--- config.mk ---
export PLATFORM = sky130hd
export DESIGN_NAME = bitwise_logic_explorer
export DESIGN_NICKNAME = d
export VERILOG_FILES = /design/src/rtl/bitwise_logic_explorer.sv
export SDC_FILE = /design/constraint.sdc
export NUM_CORES = 1
export LEC_CHECK = 0
export CORE_MARGIN = 2
export CORE_UTILIZATION = 50
export DETAILED_ROUTE_END_ITERATION = 8
export PLACE_DENSITY = 0.72
export SLEW_MARGIN = 20
export SYNTH_ARGS = -nofsm -noshare
export SYNTH_HDL_FRONTEND = slang
export SYNTH_SLANG_ARGS = --single-unit
--- constraint.sdc ---
create_clock -name clk -period 4.4 [get_ports clk]
set_clock_uncertainty 0.1 [all_clocks]
set_input_delay 0.88 -clock clk [delete_from_list [all_inputs] [get_ports clk]]
set_output_delay 0.88 -clock clk [all_outputs]
set_load 0.005 [all_outputs]
--- src/rtl/bitwise_logic_explorer.sv ---
// bitwise_logic_explorer
//   Logic-operation lab block. A selectable bitwise operation is applied to
//   two operands and registered onto `result`. A sweep engine enumerates
//   every operand pair and counts violations of three identities: XOR
//   composed from AND/OR/NOT, and both De Morgan laws.
//
// Ports
//   clk, rst      : clock, synchronous active-high reset
//   a, b          : operands (used directly, no synchroniser)
//   key_mode      : raw key, each debounced press steps `op`
//   key_sweep     : raw key, each debounced press starts a sweep
//   fault_inject  : level, inverts bit 0 of the composed-XOR path
//   op            : current operation code
//   result        : registered result of `op` applied to a, b
//   busy          : high while sweeping
//   done          : sticky sweep-complete flag
//   pass          : done and no mismatches
//   error_count   : mismatches found by the last or current sweep
module bitwise_logic_explorer #(
  parameter int width           = 4,
  parameter int debounce_cycles = 50000,
  parameter int w_cnt           = 2*width+2
) (
  input  logic             clk,
  input  logic             rst,
  input  logic [width-1:0] a,
  input  logic [width-1:0] b,
  input  logic             key_mode,
  input  logic             key_sweep,
  input  logic             fault_inject,
  output logic [2:0]       op,
  output logic [width-1:0] result,
  output logic             busy,
  output logic             done,
  output logic             pass,
  output logic [w_cnt-1:0] error_count
);

  localparam int DB_W  = $clog2(debounce_cycles + 1);
  localparam int IDX_W = 2 * width;
  localparam logic [IDX_W-1:0] IDX_LAST = '1;
  localparam logic [DB_W-1:0]  DB_LAST  = DB_W'(debounce_cycles - 1);

  typedef enum logic [1:0] {
    ST_IDLE  = 2'd0,
    ST_SWEEP = 2'd1,
    ST_DONE  = 2'd2
  } state_t;

  function automatic logic [width-1:0] composed_xor(
    input logic [width-1:0] x,
    input logic [width-1:0] y,
    input logic             f
  );
    logic [width-1:0] r;
    r    = (~x & y) | (x & ~y);
    r[0] = r[0] ^ f;
    return r;
  endfunction

  // All ones when both De Morgan laws hold bitwise.
  function automatic logic [width-1:0] demorgan_vec(
    input logic [width-1:0] x,
    input logic [width-1:0] y
  );
    return ~((~(x & y)) ^ (~x | ~y)) & ~((~(x | y)) ^ (~x & ~y));
  endfunction

  function automatic logic [width-1:0] op_eval(
    input logic [2:0]       o,
    input logic [width-1:0] x,
    input logic [width-1:0] y,
    input logic             f
  );
    logic [width-1:0] r;
    case (o)
      3'd0:    r = x & y;
      3'd1:    r = x | y;
      3'd2:    r = x ^ y;
      3'd3:    r = ~(x & y);
      3'd4:    r = ~(x | y);
      3'd5:    r = ~(x ^ y);
      3'd6:    r = composed_xor(x, y, f);
      default: r = demorgan_vec(x, y);
    endcase
    return r;
  endfunction

  // Key index 0 = mode, 1 = sweep.
  logic [1:0]      sync1_q, sync1_d;
  logic [1:0]      sync2_q, sync2_d;
  logic [1:0]      deb_q, deb_d;
  logic [1:0]      pulse_q, pulse_d;
  logic [DB_W-1:0] cnt_q [2];
  logic [DB_W-1:0] cnt_d [2];

  state_t           state_q, state_d;
  logic [IDX_W-1:0] idx_q, idx_d;
  logic [w_cnt-1:0] err_q, err_d;
  logic [2:0]       op_q, op_d;
  logic [width-1:0] result_q, result_d;
  logic             busy_q, busy_d;
  logic             done_q, done_d;
  logic             pass_q, pass_d;

  logic [width-1:0] sa, sb;
  logic [2:0]       chk_fail;
  logic [w_cnt-1:0] err_inc;

  // Debounce: the level follows the synchronised key only after it has
  // disagreed for debounce_cycles consecutive cycles; agreement clears the count.
  always_comb begin
    sync1_d = {key_sweep, key_mode};
    sync2_d = sync1_q;
    deb_d   = deb_q;
    pulse_d = 2'b00;
    for (int k = 0; k < 2; k++) begin
      cnt_d[k] = '0;
      if (sync2_q[k] != deb_q[k]) begin
        if (cnt_q[k] == DB_LAST) begin
          deb_d[k]   = sync2_q[k];
          pulse_d[k] = sync2_q[k];
        end else begin
          cnt_d[k] = cnt_q[k] + DB_W'(1);
        end
      end
    end
  end

  always_comb begin
    sa       = idx_q[IDX_W-1:width];
    sb       = idx_q[width-1:0];
    chk_fail = {(~(sa | sb)) != (~sa & ~sb),
                (~(sa & sb)) != (~sa | ~sb),
                composed_xor(sa, sb, fault_inject) != (sa ^ sb)};
    err_inc  = w_cnt'(chk_fail[0]) + w_cnt'(chk_fail[1]) + w_cnt'(chk_fail[2]);
  end

  always_comb begin
    state_d  = state_q;
    idx_d    = idx_q;
    err_d    = err_q;
    case (state_q)
      ST_SWEEP: begin
        // Sweep pulses are ignored here.
        err_d = err_q + err_inc;
        idx_d = idx_q + IDX_W'(1);
        if (idx_q == IDX_LAST) state_d = ST_DONE;
      end
      ST_IDLE, ST_DONE: begin
        if (pulse_q[1]) begin
          state_d = ST_SWEEP;
          idx_d   = '0;
          err_d   = '0;
        end
      end
      default: state_d = ST_IDLE;
    endcase
    busy_d   = (state_d == ST_SWEEP);
    done_d   = (state_d == ST_DONE);
    pass_d   = done_d && (err_d == '0);
    op_d     = op_q + {2'b00, pulse_q[0]};
    result_d = op_eval(op_q, a, b, fault_inject);
  end

  always_ff @(posedge clk) begin
    if (rst) begin
      sync1_q  <= '0;
      sync2_q  <= '0;
      deb_q    <= '0;
      pulse_q  <= '0;
      for (int k = 0; k < 2; k++) cnt_q[k] <= '0;
      state_q  <= ST_IDLE;
      idx_q    <= '0;
      err_q    <= '0;
      op_q     <= '0;
      result_q <= '0;
      busy_q   <= 1'b0;
      done_q   <= 1'b0;
      pass_q   <= 1'b0;
    end else begin
      sync1_q  <= sync1_d;
      sync2_q  <= sync2_d;
      deb_q    <= deb_d;
      pulse_q  <= pulse_d;
      for (int k = 0; k < 2; k++) cnt_q[k] <= cnt_d[k];
      state_q  <= state_d;
      idx_q    <= idx_d;
      err_q    <= err_d;
      op_q     <= op_d;
      result_q <= result_d;
      busy_q   <= busy_d;
      done_q   <= done_d;
      pass_q   <= pass_d;
    end
  end

  assign op          = op_q;
  assign result      = result_q;
  assign busy        = busy_q;
  assign done        = done_q;
  assign pass        = pass_q;
  assign error_count = err_q;

endmodule

**Word level (Yosys, flattened, before mapping)**

Memories as Yosys holds them, arrays and structs flattened.
Index checks and enable logic that the tools add are counted.

- Memories: 1
- Register bits: 38
- Bits of input ports: 13
- Memory bits (writable): 32

- Bitwise gates (word level): 38
- Multiplexer cells: 17
- Add/sub/neg operators: 7
- Equality and inequality tests: 19
- Reductions and logical operators: 11

Memories:

| name | depth | width | rd ports | clocked after memory_dff | wr ports | RTL line | source |
|---|---|---|---|---|---|---|---|
| cnt_q | 2 | 16 | 2 | 0 | 2 | 94 | `logic [DB_W-1:0] cnt_q [2];` |

Operators with widths:

| operator | count |
|---|---|
| 16-bit 2-to-1 mux | 6 |
| 4-bit NOT | 11 |
| 4-bit bitwise AND | 9 |
| 16-bit by 1-bit adder with 16-bit output (second input constant) | 2 |
| 16-bit == test (second input constant) | 2 |
| 4-bit one-hot mux with 7 select lines | 1 |
| 4-bit bitwise OR | 6 |
| 10-bit one-hot mux with 2 select lines | 1 |
| 8-bit one-hot mux with 2 select lines | 1 |
| 4-bit XOR | 4 |
| 4-bit inequality test | 3 |
| 10-bit by 3-bit adder with 10-bit output | 1 |
| 10-bit zero test | 1 |
| 10-bit 2-to-1 mux | 1 |
| 3-bit == test (second input constant) | 3 |
| 8-bit by 1-bit adder with 8-bit output (second input constant) | 1 |
| 8-bit == test (second input constant) | 1 |
| 8-bit 2-to-1 mux | 1 |
| 3-bit by 2-bit == test with 1-bit output (second input constant) | 2 |
| 2-bit AND reduction | 3 |
| 3-bit OR reduction | 2 |
| 2-bit by 1-bit == test with 1-bit output (second input constant) | 2 |
| 2-bit == test (second input constant) | 2 |
| 2-bit 2-to-1 mux | 2 |
| 16 further kinds | 24 |

**Longest topological paths before layout**

- Word-level depth: 11
- Gate-level depth with buffers: 8

**Least setup slack after synthesis**

Ideal clock, no wire load.

- Path type: in2reg
- From: input fault_inject
- To: register pass_q (netlist: pass)
- Arrival: 2.296 ns
- Slack: 1.912 ns
- Cell stages on the path: 8
- Cells stage by stage: ha_1 ha_1 ha_1 and3_2 nand3_1 xor2_1 a311oi_1 nor4_1

- Cells in the longest elaborated chain, start to end: 8

Ends and longest elaborated chain:

| what | RTL line | source |
|---|---|---|
| start, declared | 30 | `input logic fault_inject,` |
| 1-bit XOR | 57 | `r[0] = r[0] ^ f;` |
| 4-bit inequality test | 135 | `composed_xor(sa, sb, fault_inject) != (sa ^ sb)};` |
| 1-bit by 1-bit adder with 2-bit output | 136 | `err_inc = w_cnt'(chk_fail[0]) + w_cnt'(chk_fail[1]) + w_cnt'(chk_fail[2]);` |
| 2-bit by 1-bit adder with 3-bit output | 136 |  |
| 10-bit by 3-bit adder with 10-bit output | 146 | `err_d = err_q + err_inc;` |
| 10-bit one-hot mux with 2 select lines | 143 | `case (state_q)` |
| 10-bit zero test | 161 | `pass_d = done_d && (err_d == '0);` |
| 1-bit logical AND | 161 |  |
| end signal, assigned | 194 | `pass_q <= pass_d;` |
| end, declared | 104 | `logic pass_q, pass_d;` |

No other way between the ends.
A chain may end at the register's enable or synchronous reset.

**Worst setup path after layout**

Ends and elaborated chain as after synthesis.

==> flow_summary.toml <==
[min_path]
min_path_type = "flop to flop"
worstHoldStart = "sync1_q[1]$_SDFF_PP0_"
hold_depth = 1
hold_end = "sync2_q[1]$_SDFF_PP0_"

[route]
drtAntennaViolNets = 0
drt_pre_antenna_iters = 4
vias = 2615
post_drt_wl_per_cell_um = 12.2
vias_per_cell = 5.43
drt_first_iter_violations = 133
wl_um = 5870
drc_errors = 0

[sta]
period_share_pct = 62.4
whs_ns = 0.339
slew_headroom_pct = 44.5
period_minus_slack_ns = 2.75
max_freq_mhz = 364
finalSetupViolCount = 0
slew_violations = 0
worst_pin_slew_ns = 0.831
hold_viol = 0
rsz0062_at_grt = "no"
finalSetupTns_ns = 0

[clock_network]
clk_latency_ns = 0.33
cts_buffer_depth = 2
cts-root-buf = "clkbuf_8"
cts_tree = "built"
clock_sinks = 70
cts_buffers = 9
htree_levels = 3
cts_resized = 0
cts_hold_buf = 0
cts.reportedPaths.clkPinSlew_ns = 0.07
postCtsSetupBuffers = 0

[yosys]
postSynthCellCount = 371
yosysTopAreaCell = "dfxtp_1"
synth-seq-cells = 70
synth_edf_count = 0
yosysSeqAreaShare_pct = 43.1
synth-adder-area-share_pct = 6.16
synth-xor-area-share_pct = 10.2
yosys.area_share.simple_pct = 26.8
ys_top_cells_by_count = "70 x dfxtp_1, 70 x nor2_1, 24 x nand2_1, 21 x xor2_1, 17 x xnor2_1"
synth.top_cell.area_share_pct = 43.1
synthMuxAreaShare_pct = 2.00
ys_warn_count = 0
async_reset_ff_share_pct = 0
synthTopCellsByArea = "dfxtp_1 43%, nor2_1 8.1%, ha_1 6.2%"
synth_compound_area_share_pct = 8.66
syn-num-nets = 400
synth_top_family_by_area = "simple AND/OR/NAND/NOR gates"
synth_cell_types = 44
ys_dominant_reg_cell = "dfxtp_1"
syn_area_per_cell_um2 = 8.76
synth.cell_area_um2 = 3250

[cells_and_area]
multiInputGateArea_um2 = 1750
drive_gt1_share_pct = 4.94
instances_no_fill = 482
area_growth_pct = 15.5
final_util_pct = 59.5
nFillCells = 591
nNetsFinal = 430
seqCellArea_um2 = 1400
antenna-diode-count = 0

[power]
finalPower_mw = 1.10
sw_frac_of_total_pct = 21.5
p_seq_share_pct = 58.2
leakagePower_nw = 1.35
p_comb_share_pct = 4.1
powerDensity_nw_per_um2 = 292
p_switching_uw = 236
internal-power_uw = 862
vdd_drop_max_mv = 0.212
p_clk_share_pct = 37.6

[setup_path]
rr_endpoint = "pass$_SDFF_PP0_"
cp-end-kind = "flop"
ff2ff_setup_slack_ns = 2.29
cp_num_buf_inv = 1
crit_chain = "clkdlybuf4s50_1 -> ha_1 -> ha_1 -> ha_1 -> and3_2 -> nand3_1 -> xor2_1 -> a311oi_1 -> nor4_1"
cp_max_fo = 6
crit_type = "input pin to flop"
crit_family = "adder cells"
cp_slowest_cell = "clkdlybuf4s50_1"
cp_data_arrival_time_ns = 2.87
max_stage_delay_ns = 0.49
rr_worst_depth = 8
start_kind = "input pin"
cpMostUsedCell = "ha_1"
required_ns = 4.52
r2r-start = "error_count[0]$_SDFF_PP0_"

[floorplan]
core_um2 = 6310
die_w_um = 84.6
io_pins = 33
start_util_pct = 51.5
core.rowCount = 29
die_y_um = 84.6
dieArea_um2 = 7160

[global_route]
gr-usage-all-layers_pct = 17.3
grt_overflow = 0
grt_pass1_wl_um = 10300
first_global_vias = 2412
antenna_found_initial = 0
grt_max_degree = 36

[run_status]
status = "finished, final reports clean"

[placement]
hpwl_um = 4070
dp_cells = 467
io_buffers = 32
gp_congestion = 0.833

[flow_run]
cap_violations = 0
placed cells by master (no fill, tap or decap), drive strengths merged, types with 6 or more instances in the layout:
cell	n
dfxtp	70
inv	8
a211oi	6
xor2	21
nand3	13
xnor2	17
a21oi	16
nor3	9
nor2	70
ha	16
nand4	9
o21ai	8
and3	7
nand2	25
clkbuf	13
clkdlybuf4s50	32
nor2b	15
power groups by stage:
stage / sequential, mW / clock, mW / combinational (mW)
finish: 0.639 / 0.413 / 0.0454
detailed placement: 0.653 / 0 / 0.0458
global placement: 0.653 / 0 / 0.0442
floorplan: 0.653 / 0 / 0.0257
global route: 0.639 / 0.461 / 0.0513
CTS: 0.639 / 0.430 / 0.0460
registers in the layout, indices dropped and copies added (netlist names):
name and count:
error_count 10, sync1_q 2, busy 1, done 1
result 4, cnt_q 32, op 3, deb_q 2
pulse_q 2, pass 1, idx_q 8, state_q 2
sync2_q 2
logic make-up after synthesis:
kind of cell / after synthesis
compound gates: 45
xor+xnor: 38
fa+ha+maj: 16
buf+inv: 22
flops: 70
mux: 6
simple gates: 174
routing by layer:
metal	GRT usage (%)	vias to the layer above	wire length (um)
li1	-	1336	-
met1	21.7	1214	2800
met2	28.2	61	2760
met3	6.29	4	278
met4	4.76	0	31
met5	0	-	0
worst register-to-register path, stage by stage (launching register included):
cell and delay (ns):
dfxtp_1 0.38, ha_1 0.17, ha_1 0.17, ha_1 0.27
and3_2 0.24, nand3_1 0.13, xor2_1 0.17, a311oi_1 0.29
nor4_1 0.09
area by class of cell:
type	count	area share, %
repair buffers	33	8.73
multi-input cells	279	46.6
flip-flops and latches	70	37.3
well taps	77	2.57
inverters	8	0.800
clock buffers	13	3.70
clock inverters	2	0.267
worst max-delay path by stage:
stage	slack, ns	from	endpoint	cells past startpoint
4_1_cts	1.68	fault_inject	pass$_SDFF_PP0_	9
3_3_place_gp	1.36	fault_inject	pass$_SDFF_PP0_	9
3_5_place_dp	1.32	fault_inject	pass$_SDFF_PP0_	9
5_1_grt	1.50	fault_inject	pass$_SDFF_PP0_	9
2_1_floorplan	1.91	fault_inject	pass$_SDFF_PP0_	8
6_report	1.65	fault_inject	pass$_SDFF_PP0_	9
per-stage QoR:
step / area, um2 / setup slack (ns)
final: 3750 / 1.65
after global routing: 3750 / 1.50
after CTS: 3750 / 1.68
after detailed placement: 3600 / 1.32
after global placement: 3600 / 1.36
after floorplan: 3250 / 1.91
Power figures use the tool's default switching activity.
